===== src/rtl/sram_arb_pkg.sv =====
// Shared types and widths for the SRAM port arbiter.
package sram_arb_pkg;

  localparam int unsigned SRAM_ADDR_W = 14;
  localparam int unsigned SRAM_DATA_W = 32;

  typedef enum logic {
    ARB_IDLE   = 1'b0,
    ARB_LOCKED = 1'b1
  } arb_state_e;

  // Index width that stays legal (>=1 bit) for a single requester.
  function automatic int unsigned idx_width(input int unsigned n);
    return (n > 1) ? $clog2(n) : 1;
  endfunction

endpackage


===== src/rtl/sram_port_arbiter_rr_pick.sv =====
// Combinational round-robin picker: first set request after i_ptr, wrapping.
module rr_pick
  import sram_arb_pkg::*;
#(
  parameter int unsigned NUM_REQ = 2,
  parameter int unsigned IDX_W   = idx_width(NUM_REQ)
) (
  input  logic [NUM_REQ-1:0] i_req,
  input  logic [IDX_W-1:0]   i_ptr,
  output logic [NUM_REQ-1:0] o_gnt,
  output logic [IDX_W-1:0]   o_idx,
  output logic               o_any
);

  logic [IDX_W-1:0] w_cand;

  // Scan ptr+1, ptr+2, ... so the last winner has lowest priority.
  always_comb begin
    o_gnt  = '0;
    o_idx  = '0;
    o_any  = 1'b0;
    w_cand = '0;
    for (int unsigned k = 1; k <= NUM_REQ; k++) begin
      w_cand = IDX_W'((32'(i_ptr) + k) % NUM_REQ);
      if (!o_any && i_req[w_cand]) begin
        o_any         = 1'b1;
        o_idx         = w_cand;
        o_gnt[w_cand] = 1'b1;
      end
    end
  end

endmodule


===== src/rtl/sram_port_arbiter.sv =====
// Shares one single-port SRAM macro between NUM_REQ requesters with
// round-robin arbitration and an optional, time-bounded burst lock.
module sram_port_arbiter
  import sram_arb_pkg::*;
#(
  parameter int unsigned NUM_REQ  = 2,
  parameter int unsigned ADDR_W   = SRAM_ADDR_W,
  parameter int unsigned DATA_W   = SRAM_DATA_W,
  parameter int unsigned MAX_LOCK = 16
) (
  input  logic                      ACLK,
  input  logic                      ARESET,
  input  logic [NUM_REQ-1:0]        req_valid,
  input  logic [NUM_REQ-1:0]        req_write,
  input  logic [NUM_REQ-1:0]        req_lock,
  input  logic [NUM_REQ*ADDR_W-1:0] req_addr,
  input  logic [NUM_REQ*DATA_W-1:0] req_wdata,
  output logic [NUM_REQ-1:0]        req_ready,
  output logic [NUM_REQ-1:0]        rsp_valid,
  output logic [DATA_W-1:0]         rsp_rdata,
  output logic                      CEB,
  output logic                      WEB,
  output logic [ADDR_W-1:0]         A,
  output logic [DATA_W-1:0]         DI,
  input  logic [DATA_W-1:0]         DO
);

  localparam int unsigned IDX_W = idx_width(NUM_REQ);
  localparam int unsigned CNT_W = $clog2(MAX_LOCK + 1);

  arb_state_e         r_state;
  arb_state_e         w_state_nxt;
  logic [IDX_W-1:0]   r_owner;
  logic [CNT_W-1:0]   r_lock_cnt;
  logic [IDX_W-1:0]   r_rr_ptr;
  logic [NUM_REQ-1:0] r_rsp_valid;

  logic               w_forced;
  logic               w_arb_mode;
  logic [NUM_REQ-1:0] w_pick_oh;
  logic [IDX_W-1:0]   w_pick_idx;
  logic               w_pick_any;
  logic               w_gnt;
  logic [IDX_W-1:0]   w_gnt_idx;
  logic [NUM_REQ-1:0] w_gnt_oh;

  // Lock expiry turns this cycle into an open arbitration round.
  assign w_forced   = (r_state == ARB_LOCKED) && (r_lock_cnt == CNT_W'(MAX_LOCK));
  assign w_arb_mode = (r_state == ARB_IDLE) || w_forced;

  rr_pick #(
    .NUM_REQ (NUM_REQ),
    .IDX_W   (IDX_W)
  ) u_rr_pick (
    .i_req (req_valid),
    .i_ptr (r_rr_ptr),
    .o_gnt (w_pick_oh),
    .o_idx (w_pick_idx),
    .o_any (w_pick_any)
  );

  // State register.
  always_ff @(posedge ACLK) begin
    if (ARESET) r_state <= ARB_IDLE;
    else        r_state <= w_state_nxt;
  end

  // Next state: enter lock on a locked grant, leave on lock drop or expiry.
  always_comb begin
    w_state_nxt = r_state;
    case (r_state)
      ARB_IDLE: begin
        if (w_gnt && req_lock[w_gnt_idx]) w_state_nxt = ARB_LOCKED;
      end
      ARB_LOCKED: begin
        if (w_forced) begin
          // Expired owner's lock is ignored; another winner may lock.
          if (w_gnt && (w_gnt_idx != r_owner) && req_lock[w_gnt_idx]) w_state_nxt = ARB_LOCKED;
          else                                                          w_state_nxt = ARB_IDLE;
        end else if (w_gnt && !req_lock[r_owner]) begin
          w_state_nxt = ARB_IDLE;
        end
      end
      default: w_state_nxt = ARB_IDLE;
    endcase
  end

  // Grant selection and SRAM pin muxing, combinational in the access cycle.
  always_comb begin
    w_gnt     = 1'b0;
    w_gnt_idx = r_owner;
    w_gnt_oh  = '0;
    if (!ARESET) begin
      if (w_arb_mode) begin
        w_gnt     = w_pick_any;
        w_gnt_idx = w_pick_idx;
        w_gnt_oh  = w_pick_oh;
      end else if (req_valid[r_owner]) begin
        w_gnt     = 1'b1;
        w_gnt_idx = r_owner;
        w_gnt_oh  = NUM_REQ'(1) << r_owner;
      end
    end
    req_ready = w_gnt_oh;
    CEB       = ~w_gnt;
    WEB       = 1'b1;
    A         = '0;
    DI        = '0;
    if (w_gnt) begin
      WEB = ~req_write[w_gnt_idx];
      A   = req_addr[32'(w_gnt_idx)*ADDR_W +: ADDR_W];
      DI  = req_wdata[32'(w_gnt_idx)*DATA_W +: DATA_W];
    end
  end

  // Owner, lock counter, round-robin pointer and read-response pipeline.
  always_ff @(posedge ACLK) begin
    if (ARESET) begin
      r_owner     <= '0;
      r_lock_cnt  <= '0;
      r_rr_ptr    <= IDX_W'(NUM_REQ - 1);
      r_rsp_valid <= '0;
    end else begin
      r_rsp_valid <= w_gnt_oh & ~req_write;
      if (w_gnt) r_rr_ptr <= w_gnt_idx;
      if (w_state_nxt == ARB_LOCKED) begin
        if (w_arb_mode) begin
          r_owner    <= w_gnt_idx;
          r_lock_cnt <= CNT_W'(1);
        end else if (r_lock_cnt != CNT_W'(MAX_LOCK)) begin
          r_lock_cnt <= r_lock_cnt + CNT_W'(1);
        end
      end else begin
        r_lock_cnt <= '0;
      end
    end
  end

  assign rsp_valid = r_rsp_valid;
  assign rsp_rdata = DO;

endmodule


===== config.mk =====
export PLATFORM = sky130hd
export DESIGN_NAME = sram_port_arbiter
export DESIGN_NICKNAME = d
export VERILOG_FILES = /design/src/rtl/sram_arb_pkg.sv /design/src/rtl/sram_port_arbiter_rr_pick.sv /design/src/rtl/sram_port_arbiter.sv
export SDC_FILE = /design/constraint.sdc
export NUM_CORES = 1
export LEC_CHECK = 0
export ABC_AREA = 1
export CORE_ASPECT_RATIO = 0.5
export CORE_MARGIN = 1.5
export CORE_UTILIZATION = 29
export CTS_BUF_LIST = sky130_fd_sc_hd__clkbuf_8
export DETAILED_ROUTE_END_ITERATION = 10
export PLACE_DENSITY = 0.95
export REMOVE_ABC_BUFFERS = 1
export SKIP_LAST_GASP = 1
export SYNTH_ARGS = -nofsm -noshare
export SYNTH_HDL_FRONTEND = slang
export SYNTH_SLANG_ARGS = --single-unit

===== constraint.sdc =====
create_clock -name ACLK -period 3.15 [get_ports ACLK]
set_input_delay 0.4725 -clock ACLK [delete_from_list [all_inputs] [get_ports ACLK]]
set_output_delay 0.4725 -clock ACLK [all_outputs]
set_load 0.02 [all_outputs]

Yosys cells after proc, flatten, opt, wreduce, memory -nomap -nowiden
Index checks and enable logic that the tools add are counted.
{ "word_totals": {"regBits": 10, "inputBits": 132, "out_inout_bits": 84} }
{ "op_classes": {"n_addsub": 3, "mul": 1, "n_lt_le_gt_ge": 6, "eq_ne": 3, "shift": 3, "n_mux": 40, "n_bitwise": 7, "n_reduce_logical": 15} }
{ "op_table": {"columns": ["op", "n"], "rows": [
  ["variable part select 64 x 7 -> 32 bit", 1],
  ["two-way mux 32 bit", 1],
  ["two-way mux 1 bit", 30],
  ["variable part select 28 x 6 -> 14 bit", 1],
  ["two-way mux 14 bit", 1],
  ["two-way mux 2 bit", 5],
  ["logical AND 1 bit", 8],
  ["< comparator 1 x 2 -> 1 bit (second input constant)", 4],
  ["adder 5 x 1 -> 5 bit (second input constant)", 1],
  ["== test 5 bit (second input constant)", 1],
  ["!= test 5 bit (second input constant)", 1],
  ["multiplier 1 x 3 -> 4 bit (second input constant)", 1],
  ["NOT 1 bit", 4],
  ["OR reduction 3 bit", 1],
  ["adder 1 bit (second input constant)", 2],
  ["bitwise AND 2 bit", 1],
  ["demux 1 bit (select 1 bit)", 2],
  [">= comparator 1 bit (second input constant)", 2],
  ["logical NOT 1 bit", 2],
  ["NOT 2 bit", 1],
  ["OR 2 bit", 1],
  ["case mux 1 bit (2 select lines)", 1],
  ["AND reduction 2 bit", 1],
  ["nonzero test 2 bit", 1],
  ["4 further kinds", 4]
]} }

Longest topological paths before layout
{ "logic_depth": {"word_depth": 17, "ltp_mapped": 15} }

Hierarchy
Synthesis repeated with hierarchy kept, for this count alone.
{ "unflattened": {"hier_cells": 283, "hier_area_um2": 1626.6} }
{ "modules_own_cells": {"columns": ["mod", "n_inst", "cells_each", "area_each_um2", "seq_area_each_um2"], "rows": [
  ["sram_port_arbiter", 1, 276, 1596.5, 200.2],
  ["rr_pick", 1, 7, 30.0, 0.0]
]} }

Least setup slack after synthesis
Ideal clock, no wire load.
{ "synth_path": {"kind": "reg2out", "from": "register r_lock_cnt[0]", "to": "output WEB", "t_arrival_ns": 1.715, "slack_ns": 0.963, "stages_incl_launch_ff": 12, "path_cell_list": "dfxtp_1 -> inv_1 -> ha_1 -> nand2_1 -> inv_1 -> nand2_2 -> nand2_2 -> buf_6 -> nand3_4 -> nand2_4 -> buf_2 -> o21ai_0"} }
{ "synth_between": {"elab_chain_cells": 9, "elab_cells_between_ends": 11} }
{ "synth_lines": {"columns": ["item", "line_no", "rtl"], "rows": [
  ["start, declared", "sram_port_arbiter.sv:34", "logic [CNT_W-1:0] r_lock_cnt;"],
  ["start signal, assigned", "sram_port_arbiter.sv:131", "r_lock_cnt <= r_lock_cnt + CNT_W'(1);"],
  ["== test 5 bit (*)", "sram_port_arbiter.sv:48", "assign w_forced = (r_state == ARB_LOCKED) && (r_lock_cnt == CNT_W'(MAX_LOCK));"],
  ["logical AND 1 bit (*)", "sram_port_arbiter.sv:48", null],
  ["logical OR 1 bit (*)", "sram_port_arbiter.sv:49", "assign w_arb_mode = (r_state == ARB_IDLE) || w_forced;"],
  ["two-way mux 1 bit", "sram_port_arbiter.sv:94", "if (w_arb_mode) begin"],
  ["two-way mux 1 bit", "sram_port_arbiter.sv:93", "if (!ARESET) begin"],
  ["two-way mux 1 bit (not written as such) (2 in series)", "sram_port_arbiter.sv:110", "WEB = ~req_write[w_gnt_idx];"],
  ["NOT 1 bit", "sram_port_arbiter.sv:110", null],
  ["two-way mux 1 bit (*)", "sram_port_arbiter.sv:109", "if (w_gnt) begin"],
  ["end, declared", "sram_port_arbiter.sv:22", "output logic WEB,"]
]} }
Every way passes the cells marked *; elsewhere a longest branch is shown, timed or not. The select of a mux whose other input is x is not followed.

Final worst setup path
{ "layout_path": {"from": "input req_valid[1]", "to": "output DI[10]"} }
{ "layout_between": {"elab_chain_cells": 10, "elab_cells_between_ends": 19} }
{ "layout_lines": {"columns": ["item", "line_no", "rtl"], "rows": [
  ["start, declared", "sram_port_arbiter.sv:13", "input logic [NUM_REQ-1:0] req_valid,"],
  ["two-way mux 1 bit (not written as such) (2 in series)", "sram_port_arbiter_rr_pick.sv:25", "if (!o_any && i_req[w_cand]) begin"],
  ["two-way mux 1 bit", "sram_port_arbiter_rr_pick.sv:25", null],
  ["logical NOT 1 bit", "sram_port_arbiter_rr_pick.sv:25", null],
  ["logical AND 1 bit", "sram_port_arbiter_rr_pick.sv:25", null],
  ["two-way mux 1 bit", "sram_port_arbiter_rr_pick.sv:25", null],
  ["two-way mux 1 bit", "sram_port_arbiter.sv:94", null],
  ["two-way mux 1 bit", "sram_port_arbiter.sv:93", null],
  ["variable part select 64 x 7 -> 32 bit", "sram_port_arbiter.sv:112", "DI = req_wdata[32'(w_gnt_idx)*DATA_W +: DATA_W];"],
  ["two-way mux 32 bit (*)", "sram_port_arbiter.sv:109", null],
  ["end, declared", "sram_port_arbiter.sv:24", "output logic [DATA_W-1:0] DI,"]
]} }
Marked as above.

==> impl_metrics.env <==
export IMPL_cts_clk_slew_worst_paths_ps=50
export IMPL_clock_latency_ps=240
export IMPL_crit_fanout=13
export IMPL_wl_um=7717
export IMPL_cellPowerDensity_mw_per_mm2=284.9
export IMPL_vias=2206
export IMPL_syn_area_sq_mm=0.001684
export IMPL_arrival_ps=2640
export IMPL_grt_total_usage_pct=22.57
export IMPL_ys_flop_type="dfxtp_1"
export IMPL_max_freq_ghz=0.3218
export IMPL_hold_path_startpoint="r_lock_cnt[4]"
export IMPL_p_seq_share_pct=15.7
export IMPL_yosysMostFrequentCell="nor2_1"
export IMPL_die_h_um=56.89
export IMPL_drt_initial_drc_count=123
export IMPL_grt_antenna_before_repair=0
export IMPL_grt_pass1_vias=2017
export IMPL_io_pins=216
export IMPL_yosysTopAreaCell="nor2_1"
export IMPL_utilization_pct=56.90
export IMPL_pwr_share_clk_pct=18.1
export IMPL_finClkSkew_ps=4.236
export IMPL_routedWlPerCell_um=16.60
export IMPL_leakage_nw=1.711
export IMPL_crit_required_ps=2680
export IMPL_synth_edf_count=0
export IMPL_p_sw_share_pct=39.88
export IMPL_period_needed_ps=3108
export IMPL_cts_inserted_buffers=3
export IMPL_nNetsFinal=527
export IMPL_slowest_stage="clkdlybuf4s50_1"
export IMPL_cp_cell_sequence="clkdlybuf4s50_1 > inv_1 > a21o_1 > nand3_4 > nand2_4 > inv_4 > buf_4 > nor2_1 > nor2_1 > clkdlybuf4s50_1"
export IMPL_drv_cap=0
export IMPL_yosys_cell_types_count=32
export IMPL_gp_congestion=0.8088
export IMPL_vias_per_cell=4.744
export IMPL_die_area_sq_mm=0.006301
export IMPL_post_route_period_util_pct=98.66
export IMPL_worstMarginPinSlew_ps=269.4
export IMPL_io_buffers=151
export IMPL_slew_viol_final=0
export IMPL_worstHoldPathType="reg2reg"
export IMPL_cts_sinks=10
export IMPL_netlist_top_cells_count="nor2_1 (74), o21ai_0 (48), buf_4 (33)"
export IMPL_cts_root_buf="clkbuf_8"
export IMPL_syn_avg_cell_area_sq_um=6.102
export IMPL_dp_hpwl_um=6148
export IMPL_num_antenna_cells=0
export IMPL_drtAntennaViolNets=0
export IMPL_die_width_um=110.8
export IMPL_ys_ff_latch=10
export IMPL_drcViolationCount=0
export IMPL_htreeDepth=1
export IMPL_final_layout_size_suffix_gt1_share_pct=15.31
export IMPL_hold_violations=0
export IMPL_status="finished, final reports clean"
export IMPL_reg2reg_from="r_lock_cnt[0]"
export IMPL_fill_cells=486
export IMPL_cts_buffer_depth=2
export IMPL_start_kind="primary input"
export IMPL_async_reset_ff_share_pct=0
export IMPL_max_stage_delay_ps=620
export IMPL_num_rows=19
export IMPL_synth_area_leaders="nor2_1 (16%), buf_4 (15%), o21ai_0 (14%)"
export IMPL_grt_pass1_wl_um=10920
export IMPL_cp_end_kind="output port"
export IMPL_yosysSeqAreaShare_pct=11.89
export IMPL_pwr_share_comb_pct=66.2
export IMPL_yosysTopAreaCellShare_pct=16.49
export IMPL_place_area_sq_mm=0.003004
export IMPL_syn_inst=276
export IMPL_relSlewSlack_pct=82.01
export IMPL_p_int_mw=0.5398
export IMPL_cts_tree="built"
export IMPL_firstDrtPassIters=4
export IMPL_criticalPathCategory="in2out"
export IMPL_initial_core_util_pct=30.40
export IMPL_p_switching_mw=0.3581
export IMPL_vdd_drop_max_mv=0.2000
export IMPL_grt_ovfl_total=0
export IMPL_yosysWarnings=0
export IMPL_stdcell_area_sq_mm=0.003152
export IMPL_crit_start="req_valid[1]"
export IMPL_grt_max_degree=29
export IMPL_core_area_sq_mm=0.005539
export IMPL_rsz0062_at_grt="yes"
export IMPL_area_growth_pct=87.15
export IMPL_setup_viol_count_final=0
[flip-flops by register name (all words and copies together), names as in the netlist]
register / cells
r_owner: 1
rsp_valid: 2
r_rr_ptr: 1
r_state: 1
r_lock_cnt: 5
[worst max-delay path: cells and delay by family]
| kind | cells | cell delay, ps |
|---|---|---|
| compound gates | 1 | 210 |
| buf+inv | 5 | 1550 |
| simple gates | 4 | 390 |
[per-layer routing]
metal	vias to the layer above	GRT usage (%)	wire length [um]
met5	-	10.00	57
met4	2	4.396	82
met3	14	13.17	945
met2	125	35.27	3558
met1	984	26.26	3072
li1	1081	-	-
[timing repair]
item                       in CTS  in global routing
setup endpoints to repair       1                 46
buffers inserted                0                  0
hold endpoints to repair        0                  0
hold buffers                    0                  0
resized for setup               1                 36
[path summary, 6_finish.rpt]
check	slack, ps	cells after the start	end
setup / recovery	40	10	DI[10]
hold / removal	530	3	r_lock_cnt[4]
setup reg to reg	1340	15	r_owner
hold reg to reg	530	3	r_lock_cnt[4]
[cell usage in the layout (no fill, tap or decap), drive strengths merged, types with 4 or more instances in the layout]
cell           instances
inv                   15
nand4                  4
dfxtp                 10
buf                    9
dlymetal6s2s          34
clkbuf                 4
nor2                 106
o21ai                 53
clkdlybuf4s50        116
nand3                  7
nand2                 20
[cell families (layout without fill, tap and decap cells)]
group,count (synthesis),after routing,synth area share [%]
simple gates,141,141,40.86
compound gates,57,57,17.53
fa+ha+maj,2,2,1.486
buf+inv,63,179,26.67
xor+xnor,3,3,1.560
flops,10,10,11.89
[power by group through the flow]
stage | logic [mW] | clock network [mW] | registers, mW
global route | 0.641 | 0.175 | 0.142
detailed placement | 0.599 | 0 | 0.142
floorplan | 0.269 | 0 | 0.143
CTS | 0.601 | 0.167 | 0.140
finish | 0.594 | 0.162 | 0.141
global placement | 0.590 | 0 | 0.142
[area by class of cell]
| type | instances | area [sq um] | area share, % |
|---|---|---|---|
| inverter | 15 | 61.31 | 1.945 |
| tap | 73 | 91.34 | 2.898 |
| clock buffer | 4 | 55.05 | 1.747 |
| timing repair buffer | 160 | 1704 | 54.07 |
| multi-input combinational | 203 | 1040 | 32.99 |
| sequential | 10 | 200.2 | 6.352 |
[per-stage QoR]
| stage | setup WS [ps] | setup TNS (ps) | power [mW] | hold WS, ps | instances |
|---|---|---|---|---|---|
| after detailed placement | 75.82 | 0 | 0.7406 | 525.9 | 461 |
| after global placement | 159.7 | 0 | 0.7318 | 498.2 | 461 |
| after CTS | 59.09 | 0 | 0.9078 | 539.1 | 465 |
| after floorplan | 642.2 | 0 | 0.4113 | 475.1 | 228 |
| final | 42.30 | 0 | 0.8978 | 531.1 | 465 |
| after global routing | -69.86 | -136.4 | 0.9580 | 578.3 | 465 |
No activity file was read; power rests on OpenSTA's default activity.
